### config.mk
export PLATFORM = sky130hd
export DESIGN_NAME = hc74_monitor
export DESIGN_NICKNAME = d
export VERILOG_FILES = /design/src/rtl/hc74_pkg.sv /design/src/rtl/hc74_mon_ch.sv /design/src/rtl/hc74_monitor.sv
export SDC_FILE = /design/constraint.sdc
export NUM_CORES = 1
export LEC_CHECK = 0
export CAP_MARGIN = 5
export CORE_ASPECT_RATIO = 0.75
export CORE_UTILIZATION = 58
export DETAILED_ROUTE_END_ITERATION = 7
export GPL_TIMING_DRIVEN = 0
export HOLD_SLACK_MARGIN = 0.1
export PLACE_DENSITY = 0.89
export SLEW_MARGIN = 20
export SYNTH_ARGS = -nofsm -noshare
export SYNTH_HDL_FRONTEND = slang
export SYNTH_SLANG_ARGS = --single-unit
export TNS_END_PERCENT = 20
### constraint.sdc
create_clock -name Clk -period 4.55 [get_ports Clk]
set_input_delay 0.91 -clock Clk [delete_from_list [all_inputs] [get_ports Clk]]
set_output_delay 0.91 -clock Clk [all_outputs]
set_load 0.005 [all_outputs]
### src/rtl/hc74_pkg.sv
// rtl/hc74_pkg.sv - shared types, constants and model encode function for the HC74 monitor
package hc74_pkg;

    // Depth of the synchronizer chain on every DUT-side pin.
    localparam int SYNC_DEPTH = 2;

    typedef enum logic [1:0] {
        ST_IDLE     = 2'd0,
        ST_SETTLING = 2'd1,
        ST_COMPARE  = 2'd2,
        ST_WAIT     = 2'd3
    } mon_state_t;

    // Forced output pair {mQ, mQN} for the asynchronous preset/clear cases.
    // S=R=1 is not forcing; callers handle that case (hold or clock capture),
    // and the value returned for it is never used.
    function automatic logic [1:0] model_encode(input logic s, input logic r);
        logic [1:0] qq;
        case ({s, r})
            2'b00:   qq = 2'b11;
            2'b01:   qq = 2'b10;
            2'b10:   qq = 2'b01;
            default: qq = 2'b01;
        endcase
        return qq;
    endfunction

endpackage

### src/rtl/hc74_mon_ch.sv
// rtl/hc74_mon_ch.sv - one monitored HC74 channel: synchronizers, reference model, settle/compare FSM
// Ports:
//   clk, rst_n               system clock, asynchronous active-low reset
//   dut_clk, s, r, d, q, q_n raw DUT pins of this channel (s/r active-low)
//   mismatch                 high for the single COMPARE cycle that finds a difference
//   armed                    model is defined and compares are active
// Config macro: HC74_MON_COMPLEMENT_EN adds q_n to change detection and comparison.
module hc74_mon_ch
    import hc74_pkg::*;
#(
    parameter int SETTLE = 2
) (
    input  logic clk,
    input  logic rst_n,
    input  logic dut_clk,
    input  logic s,
    input  logic r,
    input  logic d,
    input  logic q,
    input  logic q_n,
    output logic mismatch,
    output logic armed
);

    localparam int CNT_W = (SETTLE > 1) ? $clog2(SETTLE) : 1;
    localparam logic [CNT_W-1:0] CNT_LAST = CNT_W'(SETTLE - 1);

    // Bit positions inside the packed pin vector.
    localparam int B_CLK = 5;
    localparam int B_S   = 4;
    localparam int B_R   = 3;
    localparam int B_D   = 2;
    localparam int B_Q   = 1;
    localparam int B_QN  = 0;

`ifdef HC74_MON_COMPLEMENT_EN
    localparam logic [5:0] CHG_MASK = 6'b111111;
    localparam logic [1:0] CMP_MASK = 2'b11;
`else
    localparam logic [5:0] CHG_MASK = 6'b111110;
    localparam logic [1:0] CMP_MASK = 2'b10;
`endif

    logic [5:0]        pins;
    logic [5:0]        sync_pipe [SYNC_DEPTH];
    logic [5:0]        cur;
    logic [5:0]        prev;
    logic [SYNC_DEPTH:0] live_sr;
    logic              live;
    logic              rise;
    logic              changed;
    logic              arm_evt;
    logic              mq;
    logic              mqn;
    mon_state_t        state;
    logic [CNT_W-1:0]  cnt;

    assign pins = {dut_clk, s, r, d, q, q_n};
    assign cur  = sync_pipe[SYNC_DEPTH-1];

    always_ff @(posedge clk or negedge rst_n) begin
        if (!rst_n) begin
            for (int i = 0; i < SYNC_DEPTH; i++) begin
                sync_pipe[i] <= '0;
            end
            prev    <= '0;
            live_sr <= '0;
        end else begin
            sync_pipe[0] <= pins;
            for (int i = 1; i < SYNC_DEPTH; i++) begin
                sync_pipe[i] <= sync_pipe[i-1];
            end
            prev    <= cur;
            live_sr <= {live_sr[SYNC_DEPTH-1:0], 1'b1};
        end
    end

    // The synchronizers and the previous-value register come out of reset as
    // zeros, which would read as S=R=0 and fake edges. Nothing looks at them
    // until both the synced and previous values hold real pin data.
    assign live    = live_sr[SYNC_DEPTH];
    assign rise    = live & cur[B_CLK] & ~prev[B_CLK];
    assign changed = live & (|((cur ^ prev) & CHG_MASK));
    assign arm_evt = live & (~cur[B_S] | ~cur[B_R] | rise);

    // Reference model: preset/clear dominate; otherwise capture the D value
    // that was present the cycle before the edge was seen.
    always_ff @(posedge clk or negedge rst_n) begin
        if (!rst_n) begin
            mq  <= 1'b0;
            mqn <= 1'b1;
        end else if (live) begin
            if (!cur[B_S] || !cur[B_R]) begin
                {mq, mqn} <= model_encode(cur[B_S], cur[B_R]);
            end else if (rise) begin
                mq  <= prev[B_D];
                mqn <= ~prev[B_D];
            end
        end
    end

    always_ff @(posedge clk or negedge rst_n) begin
        if (!rst_n) begin
            state <= ST_IDLE;
            cnt   <= '0;
        end else begin
            case (state)
                ST_IDLE: begin
                    if (arm_evt) begin
                        state <= ST_SETTLING;
                        cnt   <= '0;
                    end
                end
                ST_SETTLING: begin
                    if (changed) begin
                        cnt <= '0;
                    end else if (cnt == CNT_LAST) begin
                        state <= ST_COMPARE;
                        cnt   <= '0;
                    end else begin
                        cnt <= cnt + 1'b1;
                    end
                end
                ST_COMPARE: begin
                    // A change landing on the compare cycle opens a new window
                    // rather than being lost in WAIT.
                    state <= changed ? ST_SETTLING : ST_WAIT;
                    cnt   <= '0;
                end
                default: begin
                    if (changed) begin
                        state <= ST_SETTLING;
                        cnt   <= '0;
                    end
                end
            endcase
        end
    end

    assign mismatch = (state == ST_COMPARE) &&
                      (|(({cur[B_Q], cur[B_QN]} ^ {mq, mqn}) & CMP_MASK));
    assign armed    = (state != ST_IDLE);

endmodule

### src/rtl/hc74_monitor.sv
// rtl/hc74_monitor.sv - dual HC74 response checker: per-channel monitors plus sticky flags and saturating error count
// Ports:
//   Clk, Rst_N        system clock (>=4x any DUT clock), asynchronous active-low reset
//   Clr               synchronous clear of Err and Err_Cnt (wins over a same-cycle mismatch)
//   Dut_Clk,S,R,D     per-channel DUT stimulus pins (S/R active-low)
//   Q, Q_N            per-channel DUT outputs
//   Err               sticky per-channel mismatch flags
//   Err_Cnt           saturating count of mismatch events over all channels
//   Armed             per-channel model defined / compares active
// Config macro: HC74_MON_COMPLEMENT_EN enables checking of Q_N.
module hc74_monitor
    import hc74_pkg::*;
#(
    parameter int N_CH   = 2,
    parameter int ERR_W  = 8,
    parameter int SETTLE = 2
) (
    input  logic             Clk,
    input  logic             Rst_N,
    input  logic             Clr,
    input  logic [N_CH-1:0]  Dut_Clk,
    input  logic [N_CH-1:0]  S,
    input  logic [N_CH-1:0]  R,
    input  logic [N_CH-1:0]  D,
    input  logic [N_CH-1:0]  Q,
    input  logic [N_CH-1:0]  Q_N,
    output logic [N_CH-1:0]  Err,
    output logic [ERR_W-1:0] Err_Cnt,
    output logic [N_CH-1:0]  Armed
);

    localparam int SUM_W = ERR_W + $clog2(N_CH + 1);
    localparam logic [SUM_W-1:0] CNT_MAX = SUM_W'({ERR_W{1'b1}});

    logic [N_CH-1:0]  mismatch;
    logic [SUM_W-1:0] mis_sum;
    logic [SUM_W-1:0] cnt_sum;
    logic [ERR_W-1:0] cnt_next;

    for (genvar ch = 0; ch < N_CH; ch++) begin : g_ch
        hc74_mon_ch #(
            .SETTLE (SETTLE)
        ) u_ch (
            .clk      (Clk),
            .rst_n    (Rst_N),
            .dut_clk  (Dut_Clk[ch]),
            .s        (S[ch]),
            .r        (R[ch]),
            .d        (D[ch]),
            .q        (Q[ch]),
            .q_n      (Q_N[ch]),
            .mismatch (mismatch[ch]),
            .armed    (Armed[ch])
        );
    end

    // Channels failing in the same cycle all count in that cycle.
    always_comb begin
        mis_sum = '0;
        for (int i = 0; i < N_CH; i++) begin
            mis_sum = mis_sum + SUM_W'(mismatch[i]);
        end
        cnt_sum  = SUM_W'(Err_Cnt) + mis_sum;
        cnt_next = (cnt_sum > CNT_MAX) ? {ERR_W{1'b1}} : cnt_sum[ERR_W-1:0];
    end

    always_ff @(posedge Clk or negedge Rst_N) begin
        if (!Rst_N) begin
            Err     <= '0;
            Err_Cnt <= '0;
        end else if (Clr) begin
            Err     <= '0;
            Err_Cnt <= '0;
        end else begin
            Err     <= Err | mismatch;
            Err_Cnt <= cnt_next;
        end
    end

endmodule

; ---- Word-level counts from Yosys, hierarchy flattened
; Index checks and enable logic that the tools add are counted.
[totals]
reg_bits = 62
input_bits = 15
output_inout_bits = 12
[op_classes]
addsub = 4
magnitude_cmp = 1
n_eq_ne = 12
n_mux = 35
bitwise_logic = 25
n_reduce_logical = 26
[ops]
columns = cell, n
row1 = $mux 2, 11
row2 = $mux 1, 16
row3 = $mux 8, 2
row4 = $pmux 2 s3, 2
row5 = $xor 6x6->6, 2
row6 = $reduce_or 5->1, 2
row7 = $add 8x2->9, 1
row8 = $gt 9x8->1 const B, 1
row9 = $and 1x1->1, 8
row10 = $eq 2x1->1 const B, 4
row11 = $logic_not 2->1, 4
row12 = $ne 2x1->1 const B, 4
row13 = $not 1->1, 8
row14 = $pmux 2 s2, 2
row15 = $reduce_and 2->1, 4
row16 = $reduce_and 4->1, 2
row17 = $reduce_bool 2->1, 4
row18 = $reduce_bool 4->1, 2
row19 = $pmux 1 s3, 2
row20 = $eq 2x2->1 const B, 2
row21 = $logic_not 1->1, 4
row22 = $ne 2x2->1 const B, 2
row23 = $or 1x1->1, 4
row24 = $xor 2x2->2, 2
row25 = 5 further kinds, 8

; ---- Depth between registers and ports, before layout
; Gate-level depths: netlist of the first run.
[depth]
ltp_word = 7
ltp_mapped = 11

; ---- Hierarchy
; From an unflattened synthesis of the first run, not the netlist that was laid out.
[unflattened]
hier_cells = 172
hier_area_um2 = 2147.1
[by_module_without_submodules]
columns = mod, n_inst, cells_each, area_per_inst_um2
row1 = hc74_mon_ch at g_ch[1].u_ch, 1, 66, 843.3
row2 = hc74_mon_ch at g_ch[0].u_ch, 1, 62, 832.0
row3 = hc74_monitor, 1, 44, 471.7

; ---- Least setup slack after synthesis of the first run
; OpenSTA, ideal clock, no wires.
[synth_path]
path_kind = flip-flop to flip-flop
from = register g_ch[0].u_ch.state[0]
to = register Err_Cnt[0]
setup_ps = 78
arrival_ps = 2275
slack_ps = 2197
stages_incl_launch_ff = 12
n_path_buf = 1
synth_period_minus_slack_ps = 2353
path_cell_list = dfrtp_1 inv_1 ha_1 nand2_1 fa_1 inv_1 ha_1 and3_1 nand3_1 or2_2 clkbuf_1 a21oi_1
[synth_between]
elab_chain_cells = 7
[synth_rtl]
columns = element, line_no
row1 = start: declaration, hc74_mon_ch.sv:55  ; mon_state_t state;
row2 = start signal: assignment, hc74_mon_ch.sv:127  ; state <= changed ? ST_SETTLING : ST_WAIT;
row3 = $eq 2x2->1 *, hc74_mon_ch.sv:140  ; assign mismatch = (state == ST_COMPARE) &&
row4 = $logic_and 1x1->1 *, hc74_mon_ch.sv:140
row5 = $add 1x1->2 *, hc74_monitor.sv:61  ; mis_sum = mis_sum + SUM_W'(mismatch[i]);
row6 = $add 8x2->9 *, hc74_monitor.sv:63  ; cnt_sum = SUM_W'(Err_Cnt) + mis_sum;
row7 = $gt 9x8->1, hc74_monitor.sv:64  ; cnt_next = (cnt_sum > CNT_MAX) ? {ERR_W{1'b1}} : cnt_sum[ERR_W-1:0];
row8 = $mux 8 *, hc74_monitor.sv:64
row9 = $mux 8 *, hc74_monitor.sv:71  ; end else if (Clr) begin
row10 = end signal: assignment, hc74_monitor.sv:76  ; Err_Cnt <= cnt_next;
row11 = end: declaration, hc74_monitor.sv:28  ; output logic [ERR_W-1:0] Err_Cnt,
; Every way passes the cells marked *; elsewhere a longest branch is shown, timed or not.
; A chain may end at the register's enable or synchronous reset.

; ---- Final worst setup path of the first run
[layout_path]
from = register g_ch[0].u_ch.state[0]
to = register Err_Cnt[5]
; Same word-level chain as after synthesis.

==> impl_metrics.prom, run 1 <==
# TYPE chip_impl_metric gauge
chip_impl_metric{name="drtPass1Iterations",unit=""} 4
chip_impl_metric{name="yosysWarnings",unit=""} 0
chip_impl_metric{name="initial_core_util",unit="%"} 62.6
chip_impl_metric{name="max-clock-path-buffers",unit=""} 2
chip_impl_metric{name="floorplan.die.width",unit="um"} 71.7
chip_impl_metric{name="r2r_slack",unit="ns"} 1.67
chip_impl_metric{name="fraction_of_the_mapped_netlist_area_in_compound_gates",unit="%"} 10.9
chip_impl_metric{name="post_synth_inst_count",unit=""} 177
chip_impl_info{name="buffer_cell_driving_the_clock_tree_root",value="clkbuf_8"} 1
chip_impl_metric{name="yosysUniqueCellTypes",unit=""} 40
chip_impl_metric{name="initialDrtViolationCount",unit=""} 86
chip_impl_metric{name="post_synth_edffs",unit=""} 0
chip_impl_metric{name="cts_hold_buf",unit=""} 0
chip_impl_metric{name="min_period",unit="ns"} 2.88
chip_impl_metric{name="crit_fanout",unit=""} 6
chip_impl_info{name="post_synth_most_frequent_cells",value="51 x dfrtp_1, 16 x nand2_1, 13 x inv_1, 12 x a21oi_1"} 1
chip_impl_metric{name="grt_pass1_wl",unit="um"} 7020
chip_impl_metric{name="cp_slowest_stage_delay",unit="ns"} 0.45
chip_impl_metric{name="detail_route.wirelength",unit="um"} 4390
chip_impl_metric{name="detail_route.wl_per_cell",unit="um"} 17.6
chip_impl_info{name="rsz0062_at_grt",value="false"} 1
chip_impl_metric{name="ir_drop",unit="mV"} 0.406
chip_impl_metric{name="synth_seq_cells",unit=""} 51
chip_impl_metric{name="power.density_cell_area",unit="nW/um^2"} 461
chip_impl_metric{name="ys_seq_area_share",unit="%"} 60.4
chip_impl_metric{name="cts_resized",unit=""} 0
chip_impl_metric{name="grt_max_degree",unit=""} 32
chip_impl_metric{name="pin_count",unit=""} 27
chip_impl_info{name="hold_path.class",value="flip-flop to flip-flop"} 1
chip_impl_metric{name="final_cells",unit=""} 249
chip_impl_metric{name="postSynthAreaPerCell",unit="um^2"} 11.9
chip_impl_metric{name="post_synth_instance_area",unit="um^2"} 2110
chip_impl_info{name="critical_path.cell_chain",value="inv_1 > ha_1 > nand2_1 > fa_1 > inv_1 > ha_1 > and3_1 > nand3_1 > or2_2 > clkbuf_1 > a21oi_1"} 1
chip_impl_metric{name="syn_nets",unit=""} 202
chip_impl_metric{name="tritoncts.num_buffers",unit=""} 5
chip_impl_info{name="yosys-top-cells-area",value="dfrtp_1 60%, ha_1 5.3%, xnor2_1 3.7%"} 1
chip_impl_metric{name="route.detailed.vias_per_inst",unit=""} 5.94
chip_impl_metric{name="max_freq",unit="MHz"} 347
chip_impl_metric{name="finish.net_count",unit=""} 233
chip_impl_info{name="tritoncts",value="yes"} 1
chip_impl_metric{name="synthAdderAreaFrac",unit="%"} 6.27
chip_impl_metric{name="clock_tree.htree_level_count",unit=""} 2
chip_impl_metric{name="filler_cell_count",unit=""} 216
chip_impl_metric{name="finalSetupTns",unit="ns"} 0
chip_impl_metric{name="maxSlewViolCount",unit=""} 0
chip_impl_metric{name="finalClockSkew",unit="ns"} 0.00721
chip_impl_metric{name="p_r_area_growth_vs_syn",unit="%"} 18.3
chip_impl_metric{name="p_leak",unit="nW"} 1.12
chip_impl_metric{name="source_to_sink_clock_delay_at_the_later_pin_of_the_worst_skew_pair",unit="ns"} 0.31
chip_impl_metric{name="die-area",unit="um^2"} 3890
chip_impl_metric{name="timing.final.hold_violations",unit=""} 0
chip_impl_metric{name="antenna_cells",unit=""} 0
chip_impl_metric{name="power",unit="mW"} 1.15
chip_impl_metric{name="dpl.hpwl",unit="um"} 2860
chip_impl_metric{name="synthXorXnorAreaFrac",unit="%"} 6.21
chip_impl_metric{name="grtUsageTotal",unit="%"} 25.9
chip_impl_metric{name="register_area",unit="um^2"} 1280
chip_impl_info{name="post-synth-top-count-cell",value="dfrtp_1"} 1
chip_impl_metric{name="detail_route.drc_violations",unit=""} 0
chip_impl_metric{name="synth_async_sr_flop_share",unit="%"} 100
chip_impl_metric{name="clkSlewWorstSetupHoldPaths",unit="ns"} 0.10
chip_impl_metric{name="dr_total_vias",unit=""} 1478
chip_impl_metric{name="cap_violations",unit=""} 0
chip_impl_metric{name="yosys-mux-area-fraction",unit="%"} 2.37
chip_impl_metric{name="cp_data_required_time",unit="ns"} 4.77
chip_impl_metric{name="die_y",unit="um"} 54.3
chip_impl_metric{name="hold_slack",unit="ns"} 0.348
chip_impl_metric{name="grt_antenna_before_repair",unit=""} 0
chip_impl_metric{name="number_of_sinks_on_the_clock_net",unit=""} 51
chip_impl_metric{name="yosys.area.top_type_share",unit="%"} 60.4
chip_impl_info{name="netlist.top_cell.by_area",value="dfrtp_1"} 1
chip_impl_info{name="critical_path.slowest_cell",value="fa_1"} 1
chip_impl_info{name="worst_setup_path_start_kind",value="flip-flop"} 1
chip_impl_info{name="timing.setup.critical_path_class",value="flip-flop to flip-flop"} 1
chip_impl_metric{name="post-route-period-util",unit="%"} 63.3
chip_impl_info{name="outcome",value="finished, final reports clean"} 1
chip_impl_metric{name="coreArea",unit="um^2"} 3380
chip_impl_metric{name="first_global_vias",unit=""} 1496
chip_impl_metric{name="ant_nets",unit=""} 0
chip_impl_metric{name="postCtsSetupBuffers",unit=""} 0
chip_impl_metric{name="fraction_of_layout_instances_using_a_drive_strength_above_1",unit="%"} 8.13
chip_impl_metric{name="dp_cells",unit=""} 241
chip_impl_info{name="cp-end-kind",value="flip-flop"} 1
chip_impl_metric{name="std_cell_rows",unit=""} 18
chip_impl_metric{name="synth_simple_gate_area_share",unit="%"} 10.0
chip_impl_metric{name="worstPathArrival",unit="ns"} 3.10
chip_impl_metric{name="io_buffer_count",unit=""} 23
chip_impl_info{name="synth_top_family_by_area",value="compound AO/OA/AOI/OAI gates"} 1
chip_impl_metric{name="gpl.final_weighted_congestion",unit=""} 0.836
chip_impl_metric{name="setup_viol",unit=""} 0
chip_impl_metric{name="multiInputGateArea",unit="um^2"} 759
chip_impl_metric{name="gr-total-overflow",unit=""} 0
chip_impl_info{name="ys_dominant_reg_cell",value="dfrtp_1"} 1
sequential cells by signal (all words and copies together), names as in the netlist:
signal / count
g_ch.u_ch.prev: 10
g_ch.u_ch.mq: 2
g_ch.u_ch.state: 4
g_ch.u_ch.sync_pipe: 10
g_ch.u_ch.live_sr: 3
Err_Cnt: 8
g_ch.u_ch.cur: 10
g_ch.u_ch.cnt: 2
Err: 2
through the flow:
| step | setup slack, ns | utilization (%) | instance area, um^2 |
|---|---|---|---|
| after floorplan | 2.20 | - | 2110 |
| after global placement | 1.27 | 70.9 | 2390 |
| after detailed placement | 1.82 | 71.3 | 2410 |
| after CTS | 1.72 | 74.0 | 2500 |
| after global routing | 1.52 | 74.0 | 2500 |
| final | 1.67 | 74.0 | 2500 |
worst max-delay path, delay by kind of cell (launching register included):
family,cells,cell delay [ns]
adder cells (fa/ha/maj),3,0.97
AND/OR/NAND/NOR,4,0.80
flip-flops,1,0.41
buffers and inverters,3,0.39
AO/OA/AOI/OAI,1,0.21
power breakdown:
group	switching, mW	internal [mW]	total (mW)
combinational	0.185	0.169	0.354
sequential	0.0370	0.500	0.537
clock	0.152	0.110	0.263
total	0.375	0.779	1.15
area by class of cell:
| cell class | instances | area share (%) |
|---|---|---|
| plain buffers | 6 | 1.20 |
| clock buffers | 5 | 2.75 |
| clock inverters | 3 | 0.900 |
| inverters | 13 | 1.95 |
| multi-input cells | 107 | 30.4 |
| flip-flops and latches | 51 | 51.0 |
| well taps | 40 | 2.00 |
| repair buffers | 24 | 9.80 |
kinds of logic after synthesis:
logic type | Yosys count
other | 1
AND/OR/NAND/NOR | 42
buffers and inverters | 19
multiplexers | 5
adder cells (fa/ha/maj) | 10
AO/OA/AOI/OAI | 34
flip-flops | 51
XOR/XNOR | 15
final timing paths:
check,startpoint,endpoint,cells after the start
setup reg to reg,g_ch[0].u_ch.state[0],Err_Cnt[5],11
setup / recovery,g_ch[0].u_ch.state[0],Err_Cnt[5],11
hold reg to reg,g_ch[1].u_ch.sync_pipe[11],g_ch[1].u_ch.cur[5],0
hold / removal,g_ch[1].u_ch.sync_pipe[11],g_ch[1].u_ch.cur[5],0
min in group asynchronous,Rst_N,g_ch[1].u_ch.sync_pipe[7],1
max in group asynchronous,Rst_N,Err_Cnt[7],2
layout by cell type (no fill, tap or decap), types with 2 or more instances in the layout:
| master | count |
|---|---|
| dfrtp_1 | 51 |
| clkdlybuf4s50_1 | 22 |
| nand2_1 | 16 |
| inv_1 | 13 |
| a21oi_1 | 12 |
| xnor2_1 | 9 |
| ha_1 | 9 |
| xor2_1 | 6 |
| o21ai_0 | 6 |
| mux2i_1 | 5 |
| clkbuf_8 | 5 |
| nor2_1 | 4 |
| nand3_1 | 4 |
| nor3_1 | 4 |
| nor2b_1 | 3 |
| a21o_1 | 3 |
| buf_1 | 2 |
| or2_2 | 2 |
| clkbuf_1 | 2 |
| nand4_1 | 2 |
| o31ai_1 | 2 |
| buf_4 | 2 |
routing by layer:
layer	GRT usage [%]	vias up	wire length, um
met5	0	-	0
met4	15.7	0	208
met3	8.29	24	225
met2	44.2	62	2240
met1	29.5	735	1720
li1	-	657	-
Note: power is estimated with default switching activity, not from simulation.
==> inputs of run 2 (changes only) <==
CORE_UTILIZATION = 49   (was 58)
PLACE_DENSITY = 0.81   (was 0.89)
clock period = 2.6 ns   (was 4.55 ns; I/O delays follow)
==> run 2 against run 1 <==
  * Register-to-register slack got worse by 1.5 ns
  * Critical path depth fell by 1
  * Largest power group unchanged
  * Critical path type unchanged
  * Hold slack got worse by 0.16 ns
  * Global-route usage fell by 9.1 points
  * Cell area rose by 1.9%
  * Via count fell by 9.4%
  * Sequential share of layout area fell by 0.95 points
  * Clock power rose by 72%
  * Final cell count rose by 5.6%
==> impl_metrics.prom, run 2 (synthesized netlist as in run 1, its figures left out) <==
# TYPE chip_impl_metric gauge
chip_impl_info{name="outcome",value="finished, final reports clean"} 1
chip_impl_metric{name="finish.net_count",unit=""} 232
chip_impl_metric{name="die_y",unit="um"} 58.9
chip_impl_metric{name="slew_at_the_pin_with_the_worst_max_slew_slack",unit="ns"} 0.523
chip_impl_metric{name="post-route-period-util",unit="%"} 92.8
chip_impl_metric{name="r2r_slack",unit="ns"} 0.19
chip_impl_info{name="setup.worst_path.start",value="g_ch[0].u_ch.state[0]"} 1
chip_impl_metric{name="crit_fanout",unit=""} 6
chip_impl_metric{name="timing.critical_path.buf_inv",unit=""} 2
chip_impl_info{name="critical_path.cell_chain",value="inv_2 > ha_4 > nand2_1 > fa_1 > inv_1 > ha_2 > and3_4 > nand3_1 > or2_2 > a21oi_1"} 1
chip_impl_metric{name="detail_route.wl_per_cell",unit="um"} 12.9
chip_impl_metric{name="preCtsSetupSlack",unit="ns"} -0.100
chip_impl_metric{name="cap_violations",unit=""} 0
chip_impl_metric{name="number_of_sinks_on_the_clock_net",unit=""} 51
chip_impl_metric{name="io_buffer_count",unit=""} 23
chip_impl_info{name="buffer_cell_driving_the_clock_tree_root",value="clkbuf_8"} 1
chip_impl_metric{name="finish.utilization",unit="%"} 62.1
chip_impl_metric{name="ir_drop",unit="mV"} 0.526
chip_impl_metric{name="grt_antenna_before_repair",unit=""} 0
chip_impl_metric{name="max-clock-path-buffers",unit=""} 2
chip_impl_metric{name="clock_tree.htree_level_count",unit=""} 2
chip_impl_metric{name="floorplan.die.width",unit="um"} 77.9
chip_impl_metric{name="filler_cell_count",unit=""} 327
chip_impl_metric{name="initial_core_util",unit="%"} 51.5
chip_impl_info{name="layout.cells.most_common",value="dfrtp_1"} 1
chip_impl_metric{name="ant_nets",unit=""} 0
chip_impl_metric{name="grt_max_degree",unit=""} 29
chip_impl_metric{name="source_to_sink_clock_delay_at_the_later_pin_of_the_worst_skew_pair",unit="ns"} 0.30
chip_impl_metric{name="worstPathArrival",unit="ns"} 2.64
chip_impl_info{name="cp-end-kind",value="flip-flop"} 1
chip_impl_info{name="critical_path.reg2reg.endpoint",value="Err_Cnt[0]"} 1
chip_impl_metric{name="die-area",unit="um^2"} 4580
chip_impl_info{name="critical_path.reg2reg.startpoint",value="g_ch[0].u_ch.state[0]"} 1
chip_impl_metric{name="antenna_cells",unit=""} 0
chip_impl_metric{name="power.density_cell_area",unit="nW/um^2"} 788
chip_impl_metric{name="coreArea",unit="um^2"} 4100
chip_impl_metric{name="hold_slack",unit="ns"} 0.184
chip_impl_metric{name="max_freq",unit="MHz"} 415
chip_impl_metric{name="finalClockSkew",unit="ns"} 0.00242
chip_impl_metric{name="detail_route.wirelength",unit="um"} 3390
chip_impl_metric{name="cp_data_required_time",unit="ns"} 2.83
chip_impl_metric{name="cts_hold_buf",unit=""} 0
chip_impl_info{name="timing.setup.critical_path_class",value="flip-flop to flip-flop"} 1
chip_impl_metric{name="maxSlewViolCount",unit=""} 0
chip_impl_metric{name="std_cell_rows",unit=""} 20
chip_impl_metric{name="route.detailed.vias_per_inst",unit=""} 5.09
chip_impl_metric{name="pin_count",unit=""} 27
chip_impl_metric{name="p_leak",unit="nW"} 1.11
chip_impl_metric{name="first_global_vias",unit=""} 1274
chip_impl_metric{name="clkSlewWorstSetupHoldPaths",unit="ns"} 0.09
chip_impl_metric{name="grt_pass1_wl",unit="um"} 5740
chip_impl_metric{name="crit_cells",unit=""} 10
chip_impl_info{name="worst_setup_path_start_kind",value="flip-flop"} 1
chip_impl_metric{name="min_period",unit="ns"} 2.41
chip_impl_info{name="hold_path.class",value="input pin to asynchronous set/reset pin"} 1
chip_impl_metric{name="drtPass1Iterations",unit=""} 4
chip_impl_metric{name="cp_slowest_stage_delay",unit="ns"} 0.44
chip_impl_metric{name="timing.slew.headroom",unit="%"} 65.1
chip_impl_metric{name="gr-total-overflow",unit=""} 0
chip_impl_metric{name="p_r_area_growth_vs_syn",unit="%"} 20.5
chip_impl_info{name="layout_common_cells",value="51 x dfrtp_1, 22 x clkdlybuf4s50_1, 16 x nand2_1"} 1
chip_impl_metric{name="tritoncts.num_buffers",unit=""} 5
chip_impl_info{name="setup.worst_path.end",value="Err_Cnt[0]"} 1
chip_impl_metric{name="detailed_place.area",unit="um^2"} 2430
chip_impl_metric{name="post-route-cell-area",unit="um^2"} 2550
chip_impl_metric{name="detail_route.drc_violations",unit=""} 0
chip_impl_metric{name="dr_total_vias",unit=""} 1339
chip_impl_metric{name="setup_ws",unit="ns"} 0.188
chip_impl_metric{name="fraction_of_layout_instances_using_a_drive_strength_above_1",unit="%"} 11.1
chip_impl_metric{name="r2r.worst_path.cells",unit=""} 10
chip_impl_metric{name="gpl.final_weighted_congestion",unit=""} 0.864
chip_impl_metric{name="setup_viol",unit=""} 0
chip_impl_metric{name="initialDrtViolationCount",unit=""} 90
chip_impl_metric{name="timing.final.hold_violations",unit=""} 0
chip_impl_info{name="critical-path-top-delay-family",value="adder cells"} 1
chip_impl_metric{name="grtUsageTotal",unit="%"} 16.8
chip_impl_metric{name="dpl.hpwl",unit="um"} 2550
chip_impl_info{name="critical_path.slowest_cell",value="fa_1"} 1
chip_impl_info{name="tritoncts",value="yes"} 1
-- run 2: cell count changes in the layout (fill, tap and decap cells not counted), sizes merged --
cell and change:
clkbuf -1
-- run 2: stage by stage --
stage / power (mW) / TNS, ns / std cells
floorplan: 1.36 / 0 / 177
global placement: 1.51 / -16.76 / 255
detailed placement: 1.54 / -0.565 / 256
CTS: 2.00 / 0 / 263
global route: 2.14 / -0.00731 / 263
finish: 2.01 / 0 / 263
-- run 2: what timing repair did --
action | 4_1_cts | 5_1_grt
setup endpoints to repair | 6 | 6
gates resized for setup | 5 | 3
setup buffers | 0 | 0
gates cloned | 0 | 0
pin swaps | 0 | 0
-- run 2: layout make-up --
class                   instances  area, um^2  share of cell area (%)
flip-flops and latches         51        1280                    50.1
multi-input cells             107         792                    31.1
repair buffers                 24         245                    9.62
clock buffers                   5        68.8                    2.70
well taps                      55        68.8                    2.70
inverters                      13        48.8                    1.91
plain buffers                   5        26.3                    1.03
clock inverters                 3        22.5                   0.884
-- run 2: worst register-to-register path, delay by kind of cell, from the launching register on --
kind / cells / cell delay, ns
flip-flops: 1 / 0.42
buffers and inverters: 2 / 0.19
adder cells (fa/ha/maj): 3 / 0.82
AO/OA/AOI/OAI: 1 / 0.16
AND/OR/NAND/NOR: 4 / 0.77
-- run 2: worst min path at each step --
stage / startpoint / end
after global routing: Rst_N / g_ch[1].u_ch.sync_pipe[9]
after detailed placement: g_ch[0].u_ch.sync_pipe[9] / g_ch[0].u_ch.cur[3]
after floorplan: Rst_N / Err[0]
after CTS: Rst_N / g_ch[1].u_ch.sync_pipe[10]
after global placement: g_ch[1].u_ch.sync_pipe[10] / g_ch[1].u_ch.cur[4]
final: Rst_N / g_ch[1].u_ch.sync_pipe[10]
-- run 2: report_power, final --
part	leakage, nW	internal, mW	switching [mW]	total [mW]
logic	0.440	0.302	0.311	0.614
clock network	0.0485	0.193	0.260	0.453
registers	0.621	0.875	0.0679	0.943
total	1.11	1.37	0.639	2.01
-- run 2: routing by layer --
metal  GRT usage [%]  routed length [um]  share of wire, %  vias up
met1            23.0                1630                48      641
met4            7.01                  78               2.3        0
met3            4.03                 138               4.1        9
met2            26.0                1540                45       36
met5               0                   0                 0        -
li1                -                   -                 -      653
==> inputs of run 3 (changes only) <==
SYNTH_HIERARCHICAL = 1   (was unset)
==> run 3 against run 2 <==
  * Hold slack better by 0.061 ns
  * Critical path depth down 2
  * Total power shrank 3.0%
  * Combinational power down 17%
  * Sequential share of layout area up 3.2 points
  * Fmax grew 4.5%
  * Final cell count down 1.9%
  * Cell area shrank 0.54%
  * Largest cell class unchanged
==> impl_metrics.prom, run 3 <==
# TYPE chip_impl_metric gauge
chip_impl_info{name="outcome",value="finished, final reports clean"} 1
chip_impl_metric{name="gr-total-overflow",unit=""} 0
chip_impl_metric{name="std_cell_rows",unit=""} 20
chip_impl_metric{name="fraction_of_layout_instances_using_a_drive_strength_above_1",unit="%"} 7.88
chip_impl_info{name="critical_path.cell_chain",value="inv_1 > ha_1 > and2_1 > fa_1 > ha_1 > and4_2 > and4_1 > nor3_1"} 1
chip_impl_metric{name="power.switching_fraction",unit="%"} 28.7
chip_impl_metric{name="initialDrtViolationCount",unit=""} 38
chip_impl_metric{name="max_freq",unit="MHz"} 433
chip_impl_metric{name="number_of_sinks_on_the_clock_net",unit=""} 54
chip_impl_info{name="critical_path.slowest_cell",value="fa_1"} 1
chip_impl_info{name="hold_path.class",value="input pin to asynchronous set/reset pin"} 1
chip_impl_metric{name="initial_core_util",unit="%"} 52.0
chip_impl_info{name="critical_path.reg2reg.startpoint",value="g_ch[0].u_ch/state[0]"} 1
chip_impl_metric{name="detailed_place.area",unit="um^2"} 2440
chip_impl_metric{name="max-clock-path-buffers",unit=""} 2
chip_impl_metric{name="finalClockSkew",unit="ns"} 0.00666
chip_impl_info{name="post-synth-top-count-cell",value="dfrtp_1"} 1
chip_impl_info{name="critical_path.reg2reg.endpoint",value="Err_Cnt[6]"} 1
chip_impl_metric{name="io_buffer_count",unit=""} 23
chip_impl_metric{name="syn_nets",unit=""} 197
chip_impl_metric{name="p_leak",unit="nW"} 1.15
chip_impl_info{name="setup.worst_path.end",value="Err_Cnt[6]"} 1
chip_impl_metric{name="yosys.area.top_type_share",unit="%"} 62.9
chip_impl_metric{name="post-route-cell-area",unit="um^2"} 2530
chip_impl_metric{name="gpl.final_weighted_congestion",unit=""} 0.745
chip_impl_metric{name="setup_viol",unit=""} 0
chip_impl_metric{name="synth_async_sr_flop_share",unit="%"} 100
chip_impl_info{name="ys_dominant_reg_cell",value="dfrtp_1"} 1
chip_impl_metric{name="coreArea",unit="um^2"} 4130
chip_impl_metric{name="crit_fanout",unit=""} 4
chip_impl_metric{name="ir_drop",unit="mV"} 0.533
chip_impl_metric{name="first_global_vias",unit=""} 1246
chip_impl_metric{name="filler_cell_count",unit=""} 335
chip_impl_metric{name="p_r_area_growth_vs_syn",unit="%"} 18.1
chip_impl_metric{name="slew_at_the_pin_with_the_worst_max_slew_slack",unit="ns"} 0.633
chip_impl_metric{name="worstPathArrival",unit="ns"} 2.53
chip_impl_metric{name="detail_route.wl_per_cell",unit="um"} 12.0
chip_impl_metric{name="grt_max_degree",unit=""} 55
chip_impl_info{name="timing.setup.critical_path_class",value="flip-flop to flip-flop"} 1
chip_impl_metric{name="p_int",unit="mW"} 1.39
chip_impl_metric{name="source_to_sink_clock_delay_at_the_later_pin_of_the_worst_skew_pair",unit="ns"} 0.29
chip_impl_metric{name="synth_seq_cells",unit=""} 54
chip_impl_metric{name="postCtsSetupBuffers",unit=""} 0
chip_impl_info{name="cp-end-kind",value="flip-flop"} 1
chip_impl_info{name="setup.worst_path.start",value="g_ch[0].u_ch/state[0]"} 1
chip_impl_info{name="post_synth_most_frequent_cells",value="54 x dfrtp_1, 13 x inv_1, 13 x xor2_1, 11 x a21oi_1"} 1
chip_impl_metric{name="route.detailed.vias_per_inst",unit=""} 5.12
chip_impl_metric{name="clkSlewWorstSetupHoldPaths",unit="ns"} 0.09
chip_impl_metric{name="min_period",unit="ns"} 2.31
chip_impl_metric{name="grt_pass1_wl",unit="um"} 5380
chip_impl_metric{name="power.share.combinational",unit="%"} 26.0
chip_impl_metric{name="cap_violations",unit=""} 0
chip_impl_metric{name="grtUsageTotal",unit="%"} 15.3
chip_impl_info{name="yosys-top-cells-area",value="dfrtp_1 63%, xor2_1 5.3%, ha_1 5.2%"} 1
chip_impl_metric{name="post_synth_instance_area",unit="um^2"} 2150
chip_impl_metric{name="timing.slew.headroom",unit="%"} 57.8
chip_impl_metric{name="yosysWarnings",unit=""} 6
chip_impl_info{name="crit_top_cell",value="ha_1"} 1
chip_impl_metric{name="tritoncts.num_buffers",unit=""} 5
chip_impl_metric{name="die_y",unit="um"} 59.3
chip_impl_metric{name="die-area",unit="um^2"} 4650
chip_impl_info{name="layout.cells.most_common",value="dfrtp_1"} 1
chip_impl_metric{name="r2r_slack",unit="ns"} 0.29
chip_impl_metric{name="timing.final.hold_violations",unit=""} 0
chip_impl_metric{name="clock_tree.htree_level_count",unit=""} 2
chip_impl_info{name="rsz0062_at_grt",value="false"} 1
chip_impl_metric{name="ant_nets",unit=""} 0
chip_impl_metric{name="dr_total_vias",unit=""} 1322
chip_impl_metric{name="cp_data_required_time",unit="ns"} 2.82
chip_impl_metric{name="r2r.worst_path.cells",unit=""} 8
chip_impl_metric{name="post_synth_edffs",unit=""} 0
chip_impl_metric{name="post-route-period-util",unit="%"} 88.8
chip_impl_metric{name="yosysUniqueCellTypes",unit=""} 35
chip_impl_metric{name="post_synth_inst_count",unit=""} 172
chip_impl_metric{name="pin_count",unit=""} 27
chip_impl_metric{name="postSynthAreaPerCell",unit="um^2"} 12.5
chip_impl_metric{name="total_switching_power",unit="mW"} 0.560
chip_impl_metric{name="cp_slowest_stage_delay",unit="ns"} 0.47
chip_impl_metric{name="antenna_cells",unit=""} 0
chip_impl_metric{name="detail_route.wirelength",unit="um"} 3090
chip_impl_metric{name="drtPass1Iterations",unit=""} 4
chip_impl_metric{name="detail_route.drc_violations",unit=""} 0
chip_impl_metric{name="ys_seq_area_share",unit="%"} 62.9
chip_impl_info{name="buffer_cell_driving_the_clock_tree_root",value="clkbuf_8"} 1
chip_impl_metric{name="grt_antenna_before_repair",unit=""} 0
chip_impl_metric{name="cts_hold_buf",unit=""} 0
chip_impl_metric{name="floorplan.die.width",unit="um"} 78.4
chip_impl_metric{name="cts_resized",unit=""} 0
chip_impl_metric{name="power.share.sequential",unit="%"} 50.6
chip_impl_metric{name="finish.net_count",unit=""} 227
chip_impl_metric{name="power.density_cell_area",unit="nW/um^2"} 769
chip_impl_info{name="netlist.top_cell.by_area",value="dfrtp_1"} 1
chip_impl_info{name="tritoncts",value="yes"} 1
chip_impl_metric{name="power",unit="mW"} 1.95
chip_impl_metric{name="power.clock.fraction",unit="%"} 23.4
chip_impl_info{name="worst_setup_path_start_kind",value="flip-flop"} 1
chip_impl_info{name="layout_common_cells",value="54 x dfrtp_1, 22 x clkdlybuf4s50_1, 13 x inv_1, 13 x xor2_1, 11 x a21oi_1"} 1
chip_impl_metric{name="maxSlewViolCount",unit=""} 0
chip_impl_metric{name="dpl.hpwl",unit="um"} 2250
## run 3: cell types whose count changed in the layout (fill, tap and decap cells not counted), sizes merged, moves of 3 or more
cell	before	now
nor2	4	9
nand3	4	9
nand2	16	9
a31oi	1	4
buf	6	1
xor2	6	13
xnor2	9	1
dfrtp	51	54
nor2b	3	0
## run 3: critical path: cells and delay by family (launching register included)
| kind | cells | cell delay, ns |
|---|---|---|
| AND/OR/NAND/NOR | 4 | 0.78 |
| flip-flops | 1 | 0.38 |
| buffers and inverters | 1 | 0.08 |
| adder cells (fa/ha/maj) | 3 | 0.99 |
## run 3: area by class of cell
type,instances,area [um^2],share of cell area (%)
buffer,1,3.75,0.148
clock inverter,1,5.00,0.197
clock buffer,7,86.3,3.41
multi-input combinational,104,743,29.3
timing repair buffer,23,228,8.98
tap,55,68.8,2.71
sequential,54,1350,53.3
inverter,13,48.8,1.92
## run 3: how the worst min path moves through the flow
| stage | start | end | slack [ns] | cells past startpoint |
|---|---|---|---|---|
| after global routing | Rst_N | g_ch[1].u_ch/mq | 0.29 | 1 |
| after global placement | g_ch[0].u_ch/live_sr[1] | g_ch[0].u_ch/live_sr[2] | 0.33 | 0 |
| final | Rst_N | g_ch[1].u_ch/sync_pipe[7] | 0.25 | 1 |
| after CTS | Rst_N | Err_Cnt[4] | 0.27 | 1 |
| after detailed placement | g_ch[1].u_ch/sync_pipe[9] | g_ch[1].u_ch/cur[3] | 0.34 | 0 |
| after floorplan | Rst_N | Err[0] | 0.22 | 0 |
## run 3: kinds of logic (layout without fill, tap and decap cells)
group,after synthesis,in the layout,synth area share [%]
compound gates,30,30,8.74
buf+inv,14,45,2.45
xor+xnor,14,14,5.71
other cells,2,2,0.350
mux,6,6,2.91
flops,54,54,62.9
fa+ha+maj,10,10,6.18
simple gates,42,42,10.7
## run 3: metrics by stage
step                      setup slack [ns]  hold slack [ns]  std cells  util (%)  setup TNS [ns]
after floorplan                      0.493            0.224        172         -               0
after global placement              -0.496            0.332        250      59.2          -26.63
after detailed placement             0.282            0.336        250      59.2               0
after CTS                            0.268            0.266        258      61.4               0
after global routing                 0.138            0.294        258      61.4               0
final                                0.292            0.246        258      61.4               0
## run 3: layer usage
metal | vias up | track usage (%) | share of wire, %
met5 | - | 0 | 0
met4 | 0 | 4.76 | 0.87
met3 | 4 | 4.15 | 3.1
met2 | 18 | 26.3 | 48
met1 | 661 | 19.4 | 48
li1 | 639 | - | -
## run 3: power by group through the flow
stage	clock network, mW	registers [mW]	logic [mW]
floorplan	0	0.991	0.355
global placement	0	1.00	0.494
detailed placement	0	1.00	0.513
CTS	0.472	0.987	0.514
global route	0.510	0.998	0.573
finish	0.457	0.986	0.507
==> edit 1 (settings of run 3) <==
Register the inputs `Clr`, `S`, `R`, `D`, `Q` and `Q_N` before use, with the module's reset. The logic sees them one clock later. Comments in the files are not updated.
--- a/src/rtl/hc74_monitor.sv
+++ b/src/rtl/hc74_monitor.sv
@@ -32,6 +32,31 @@
     localparam int SUM_W = ERR_W + $clog2(N_CH + 1);
     localparam logic [SUM_W-1:0] CNT_MAX = SUM_W'({ERR_W{1'b1}});
 
+    logic Clr_q;
+    logic [N_CH-1:0] S_q;
+    logic [N_CH-1:0] R_q;
+    logic [N_CH-1:0] D_q;
+    logic [N_CH-1:0] Q_q;
+    logic [N_CH-1:0] Q_N_q;
+
+    always_ff @(posedge Clk or negedge Rst_N) begin
+        if (!Rst_N) begin
+            Clr_q <= '0;
+            S_q   <= '0;
+            R_q   <= '0;
+            D_q   <= '0;
+            Q_q   <= '0;
+            Q_N_q <= '0;
+        end else begin
+            Clr_q <= Clr;
+            S_q   <= S;
+            R_q   <= R;
+            D_q   <= D;
+            Q_q   <= Q;
+            Q_N_q <= Q_N;
+        end
+    end
+
     logic [N_CH-1:0]  mismatch;
     logic [SUM_W-1:0] mis_sum;
     logic [SUM_W-1:0] cnt_sum;
@@ -44,11 +69,11 @@
             .clk      (Clk),
             .rst_n    (Rst_N),
             .dut_clk  (Dut_Clk[ch]),
-            .s        (S[ch]),
-            .r        (R[ch]),
-            .d        (D[ch]),
-            .q        (Q[ch]),
-            .q_n      (Q_N[ch]),
+            .s        (S_q[ch]),
+            .r        (R_q[ch]),
+            .d        (D_q[ch]),
+            .q        (Q_q[ch]),
+            .q_n      (Q_N_q[ch]),
             .mismatch (mismatch[ch]),
             .armed    (Armed[ch])
         );
@@ -68,7 +93,7 @@
         if (!Rst_N) begin
             Err     <= '0;
             Err_Cnt <= '0;
-        end else if (Clr) begin
+        end else if (Clr_q) begin
             Err     <= '0;
             Err_Cnt <= '0;
         end else begin
Behaviour: not the same (Yosys sat finds a counterexample within 10 cycles, from zero or initial values and one cycle with Rst_N low).
==> edit 1 against run 3 <==
- first-iteration DRC count grew 53%
- power grew 33%
- sequential cell count grew 9
- area after synthesis grew 10%
- cell area grew 15%
- wire length grew 16%
- sequential share of layout area grew 0.56 points
- global-route usage grew 1.8 points
- critical path type unchanged
- setup slack gained 0.16 ns
==> edit 1: results (changes against run 3) <==
<table>
<tr><th>Metric</th><th>Value</th></tr>
<tr><th colspan="2">Finish</th></tr>
<tr><td>Net count, final</td><td>241 (+6.2%)</td></tr>
<tr><td>Fraction of final layout cells sized beyond drive strength 1</td><td>10.4% (+2.5 points)</td></tr>
<tr><th colspan="2">Clock tree</th></tr>
<tr><td>H-tree level count</td><td>3 (+1)</td></tr>
<tr><td>Latest clock arrival within the worst-skew pair</td><td>0.33 ns (+0.04 ns)</td></tr>
<tr><td>Number of buffers added by the clock tree synthesis step</td><td>9 (+4)</td></tr>
<tr><td>Clock slew at reported path FFs</td><td>0.07 ns (-0.02 ns)</td></tr>
<tr><th colspan="2">Power</th></tr>
<tr><td>Leak</td><td>1.31 nW (+14%)</td></tr>
<tr><th colspan="2">Route</th></tr>
<tr><td>Violation count after the first detailed-route iteration</td><td>58 (+53%)</td></tr>
<tr><td>Overall via count from detail_route</td><td>1419 (+7.3%)</td></tr>
<tr><td>Total wirelength of the detailed-routed design</td><td>3600 um (+16%)</td></tr>
<tr><td>Drt via density</td><td>5.10 (-0.38%)</td></tr>
<tr><th colspan="2">Critical path</th></tr>
<tr><td>Capture point of the critical path</td><td>Err_Cnt[7]$_DFF_PN0_</td></tr>
<tr><td>Start point of the critical path</td><td>g_ch[0].u_ch/state[0]$_DFFE_PN0P_</td></tr>
<tr><td>Arrival time worst endpoint</td><td>2.35 ns (-0.18 ns)</td></tr>
<tr><td>Worst-path maximum fanout</td><td>6 (+2)</td></tr>
<tr><td>Minimum setup slack among reg-to-reg paths</td><td>0.45 ns (+0.16 ns)</td></tr>
<tr><td>Endpoint of the worst register-to-register path</td><td>Err_Cnt[7]$_DFF_PN0_</td></tr>
<tr><td>Worst Reg-to-Reg Cells</td><td>7 (-1)</td></tr>
<tr><th colspan="2">Placed design</th></tr>
<tr><td>Dpl cells</td><td>262 (+4.8%)</td></tr>
<tr><td>Worst slack at placement</td><td>0.461 ns (+0.178 ns)</td></tr>
<tr><td>IO Port Bufs</td><td>24 (+4.3%)</td></tr>
<tr><td>HPWL after detailed placement</td><td>2470 um (+9.7%)</td></tr>
<tr><th colspan="2">STA</th></tr>
<tr><td>Hold Worst Slack</td><td>0.0970 ns (-0.149 ns)</td></tr>
<tr><td>Portion of the clock cycle consumed by the worst path in the final layout</td><td>82.7% (-6.0 points)</td></tr>
<tr><td>Worst setup skew after layout</td><td>0.00420 ns (-0.00246 ns)</td></tr>
<tr><th colspan="2">GRT</th></tr>
<tr><td>Global-route wire length before repair</td><td>6360 um (+18%)</td></tr>
<tr><td>Global-route usage over all layers</td><td>17.1% (+1.8 points)</td></tr>
<tr><td>Number of global-route vias before repair</td><td>1459 (+17%)</td></tr>
<tr><td>Maximum number of pins on one net before global-route repair</td><td>36 (-35%)</td></tr>
<tr><th colspan="2">Status</th></tr>
<tr><td>Result of the run</td><td>finished, final reports clean</td></tr>
<tr><th colspan="2">Logic synthesis</th></tr>
<tr><td>Average cell area after synthesis</td><td>13.2 um^2 (+5.4%)</td></tr>
<tr><td>Yosys warns</td><td>6 (unchanged)</td></tr>
</table>
[edit 1: how the worst min path moves through the flow]
stage,end,from,cells after the start
after floorplan,Clr_q$_DFF_PN0_,Rst_N,0
after global placement,g_ch[1].u_ch/sync_pipe[8]$_DFF_PN0_,D_q[1]$_DFF_PN0_,0
after detailed placement,g_ch[0].u_ch/cur[2]$_DFF_PN0_,g_ch[0].u_ch/sync_pipe[8]$_DFF_PN0_,0
after CTS,g_ch[1].u_ch/state[0]$_DFFE_PN0P_,Rst_N,1
after global routing,g_ch[1].u_ch/state[0]$_DFFE_PN0P_,Rst_N,1
final,g_ch[1].u_ch/state[0]$_DFFE_PN0P_,Rst_N,1
[edit 1: layout make-up]
class                   instances  area (um^2)
inverters                      13         48.8
plain buffers                   1         3.75
flip-flops and latches         63         1580
clock buffers                  10          138
fillers                       355         1620
repair buffers                 25          258
clock inverters                 6         92.6
multi-input cells             103          738
well taps                      57         71.3
[edit 1: worst max-delay path, stage by stage, from the launching register on]
cell	delay, ns
sky130_fd_sc_hd__dfrtp_1	0.38
sky130_fd_sc_hd__inv_1	0.09
sky130_fd_sc_hd__ha_1	0.24
sky130_fd_sc_hd__and2_1	0.18
sky130_fd_sc_hd__fa_1	0.46
sky130_fd_sc_hd__ha_1	0.28
sky130_fd_sc_hd__nor4_1	0.30
sky130_fd_sc_hd__nor3b_1	0.08
[edit 1: layer usage]
metal  wire length, um  track usage (%)
met4                52             6.58
met1              1620             21.3
met5                 0                0
met3               158             6.62
met2              1770             26.8
[edit 1: report_power, final]
part	switching (mW)	internal [mW]	leakage [nW]
Sequential	0.0639	1.07	0.760
Clock	0.375	0.570	0.109
Combinational	0.262	0.253	0.439
==> edit 2 (config.mk and constraints of run 3) <==
Without the edit above. Build with the macro `HC74_MON_COMPLEMENT_EN` defined.
--- a/src/rtl/hc74_mon_ch.sv
+++ b/src/rtl/hc74_mon_ch.sv
@@ -5,6 +5,8 @@
 //   mismatch                 high for the single COMPARE cycle that finds a difference
 //   armed                    model is defined and compares are active
 // Config macro: HC74_MON_COMPLEMENT_EN adds q_n to change detection and comparison.
+`define HC74_MON_COMPLEMENT_EN
+
 module hc74_mon_ch
     import hc74_pkg::*;
 #(
Formal check against the unedited RTL: not equivalent (a bounded check fails within 10 cycles, from zero or initial values and one cycle with Rst_N low).
==> edit 2 against run 3 <==
- sequential cell count is 8 higher
- area after synthesis is 12% higher
- count of clock-buffer cells in the layout is 3 higher
- cell area is 16% higher
- wire length is 27% higher
- power is 34% higher
- setup slack worse by 0.094 ns
==> edit 2: results (changes against run 3) <==
<table>
<tr><th>Metric</th><th>Value</th></tr>
<tr><th colspan="2">Power</th></tr>
<tr><td>Leak</td><td>1.28 nW (+12%)</td></tr>
<tr><td>Fraction of power consumed by the clock network</td><td>33.0% (+9.6 points)</td></tr>
<tr><td>Total Power</td><td>2.61 mW (+34%)</td></tr>
<tr><td>Peak VDD IR</td><td>0.439 mV (-18%)</td></tr>
<tr><th colspan="2">GRT</th></tr>
<tr><td>Global-route wire length before repair</td><td>6640 um (+23%)</td></tr>
<tr><td>Global-route usage over all layers</td><td>18.1% (+2.8 points)</td></tr>
<tr><th colspan="2">Placed design</th></tr>
<tr><td>Dpl cells</td><td>269 (+7.6%)</td></tr>
<tr><td>IO Port Bufs</td><td>25 (+8.7%)</td></tr>
<tr><td>RePlAce Congestion</td><td>0.850 (+14%)</td></tr>
<tr><th colspan="2">Logic synthesis</th></tr>
<tr><td>Portion of the post-synthesis area used by sequential elements</td><td>64.9% (+1.9 points)</td></tr>
<tr><td>Largest cells by area after synthesis</td><td>sky130_fd_sc_hd__dfrtp_1 (63%), sky130_fd_sc_hd__xnor2_1 (6.2%), sky130_fd_sc_hd__ha_1 (4.7%), sky130_fd_sc_hd__inv_1 (2.7%), sky130_fd_sc_hd__o21ai_0 (2.5%)</td></tr>
<tr><td>Synth Instances</td><td>186 (+8.1%)</td></tr>
<tr><td>Post-synthesis compound-gate area fraction</td><td>9.40% (+0.66 points)</td></tr>
<tr><td>Post-synthesis mux area share</td><td>2.61% (-0.30 points)</td></tr>
<tr><td>XOR/XNOR share of the synthesized area</td><td>6.58% (+0.87 points)</td></tr>
<tr><td>Post-synthesis adder-cell area fraction</td><td>5.54% (-0.64 points)</td></tr>
<tr><th colspan="2">Critical path</th></tr>
<tr><td>Arrival time worst endpoint</td><td>2.65 ns (+0.12 ns)</td></tr>
<tr><td>R2r startpoint</td><td>g_ch[1].u_ch/state[0]$_DFFE_PN0P_</td></tr>
<tr><td>Largest stage delay, worst path</td><td>0.40 ns (-0.07 ns)</td></tr>
<tr><td>Minimum setup slack among reg-to-reg paths</td><td>0.20 ns (-0.09 ns)</td></tr>
<tr><td>Worst Reg-to-Reg Cells</td><td>9 (+1)</td></tr>
<tr><th colspan="2">Status</th></tr>
<tr><td>Result of the run</td><td>finished, final reports clean</td></tr>
<tr><th colspan="2">Clock tree</th></tr>
<tr><td>H-tree level count</td><td>3 (+1)</td></tr>
<tr><td>Clock slew at reported path FFs</td><td>0.06 ns (-0.03 ns)</td></tr>
<tr><td>Latest clock arrival within the worst-skew pair</td><td>0.33 ns (+0.04 ns)</td></tr>
<tr><th colspan="2">Route</th></tr>
<tr><td>Violation count after the first detailed-route iteration</td><td>79 (+110%)</td></tr>
<tr><td>Overall via count from detail_route</td><td>1505 (+14%)</td></tr>
</table>
-- edit 2: cell type report --
type,count,area [um^2]
Tap cell,57,71.3
Fill cell,345,1620
Buffer,1,3.75
Inverter,17,63.8
Multi-Input combinational cell,106,778
Clock inverter,5,75.1
Clock buffer,10,128
Sequential cell,62,1550
Timing Repair Buffer,26,275
-- edit 2: worst max-delay path by stage --
stage,to,cells after the start,startpoint
floorplan,Err_Cnt[6]$_DFF_PN0_,9,g_ch[0].u_ch/state[0]$_DFFE_PN0P_
global placement,g_ch[0].u_ch/sync_pipe[6]$_DFF_PN0_,1,Rst_N
detailed placement,Err_Cnt[2]$_DFF_PN0_,9,g_ch[0].u_ch/state[0]$_DFFE_PN0P_
CTS,Err_Cnt[0]$_DFF_PN0_,9,g_ch[0].u_ch/state[0]$_DFFE_PN0P_
global route,Err_Cnt[0]$_DFF_PN0_,9,g_ch[1].u_ch/state[0]$_DFFE_PN0P_
finish,Err_Cnt[0]$_DFF_PN0_,9,g_ch[1].u_ch/state[0]$_DFFE_PN0P_
-- edit 2: what timing repair did --
action | CTS | global route
gates resized for setup | 0 | 1
buffers inserted | 0 | 0
endpoints found under the setup margin | 0 | 2
hold buffers | 0 | 0
-- edit 2: stage by stage --
| stage | instance area, um^2 | setup WS (ns) |
|---|---|---|
| after global placement | 2720 | -0.811 |
| after floorplan | 2400 | 0.519 |
| after global routing | 2950 | 0.0301 |
| after detailed placement | 2740 | 0.248 |
| final | 2950 | 0.198 |
| after CTS | 2950 | 0.206 |
-- edit 2: per-layer routing --
metal	share of wire [%]	up-vias	track usage (%)	wire length, um
li1	-	719	-	-
met1	42	734	20.3	1650
met2	51	43	29.1	2000
met3	5.1	9	7.30	199
met4	1.7	0	9.91	65
met5	0	-	0	0
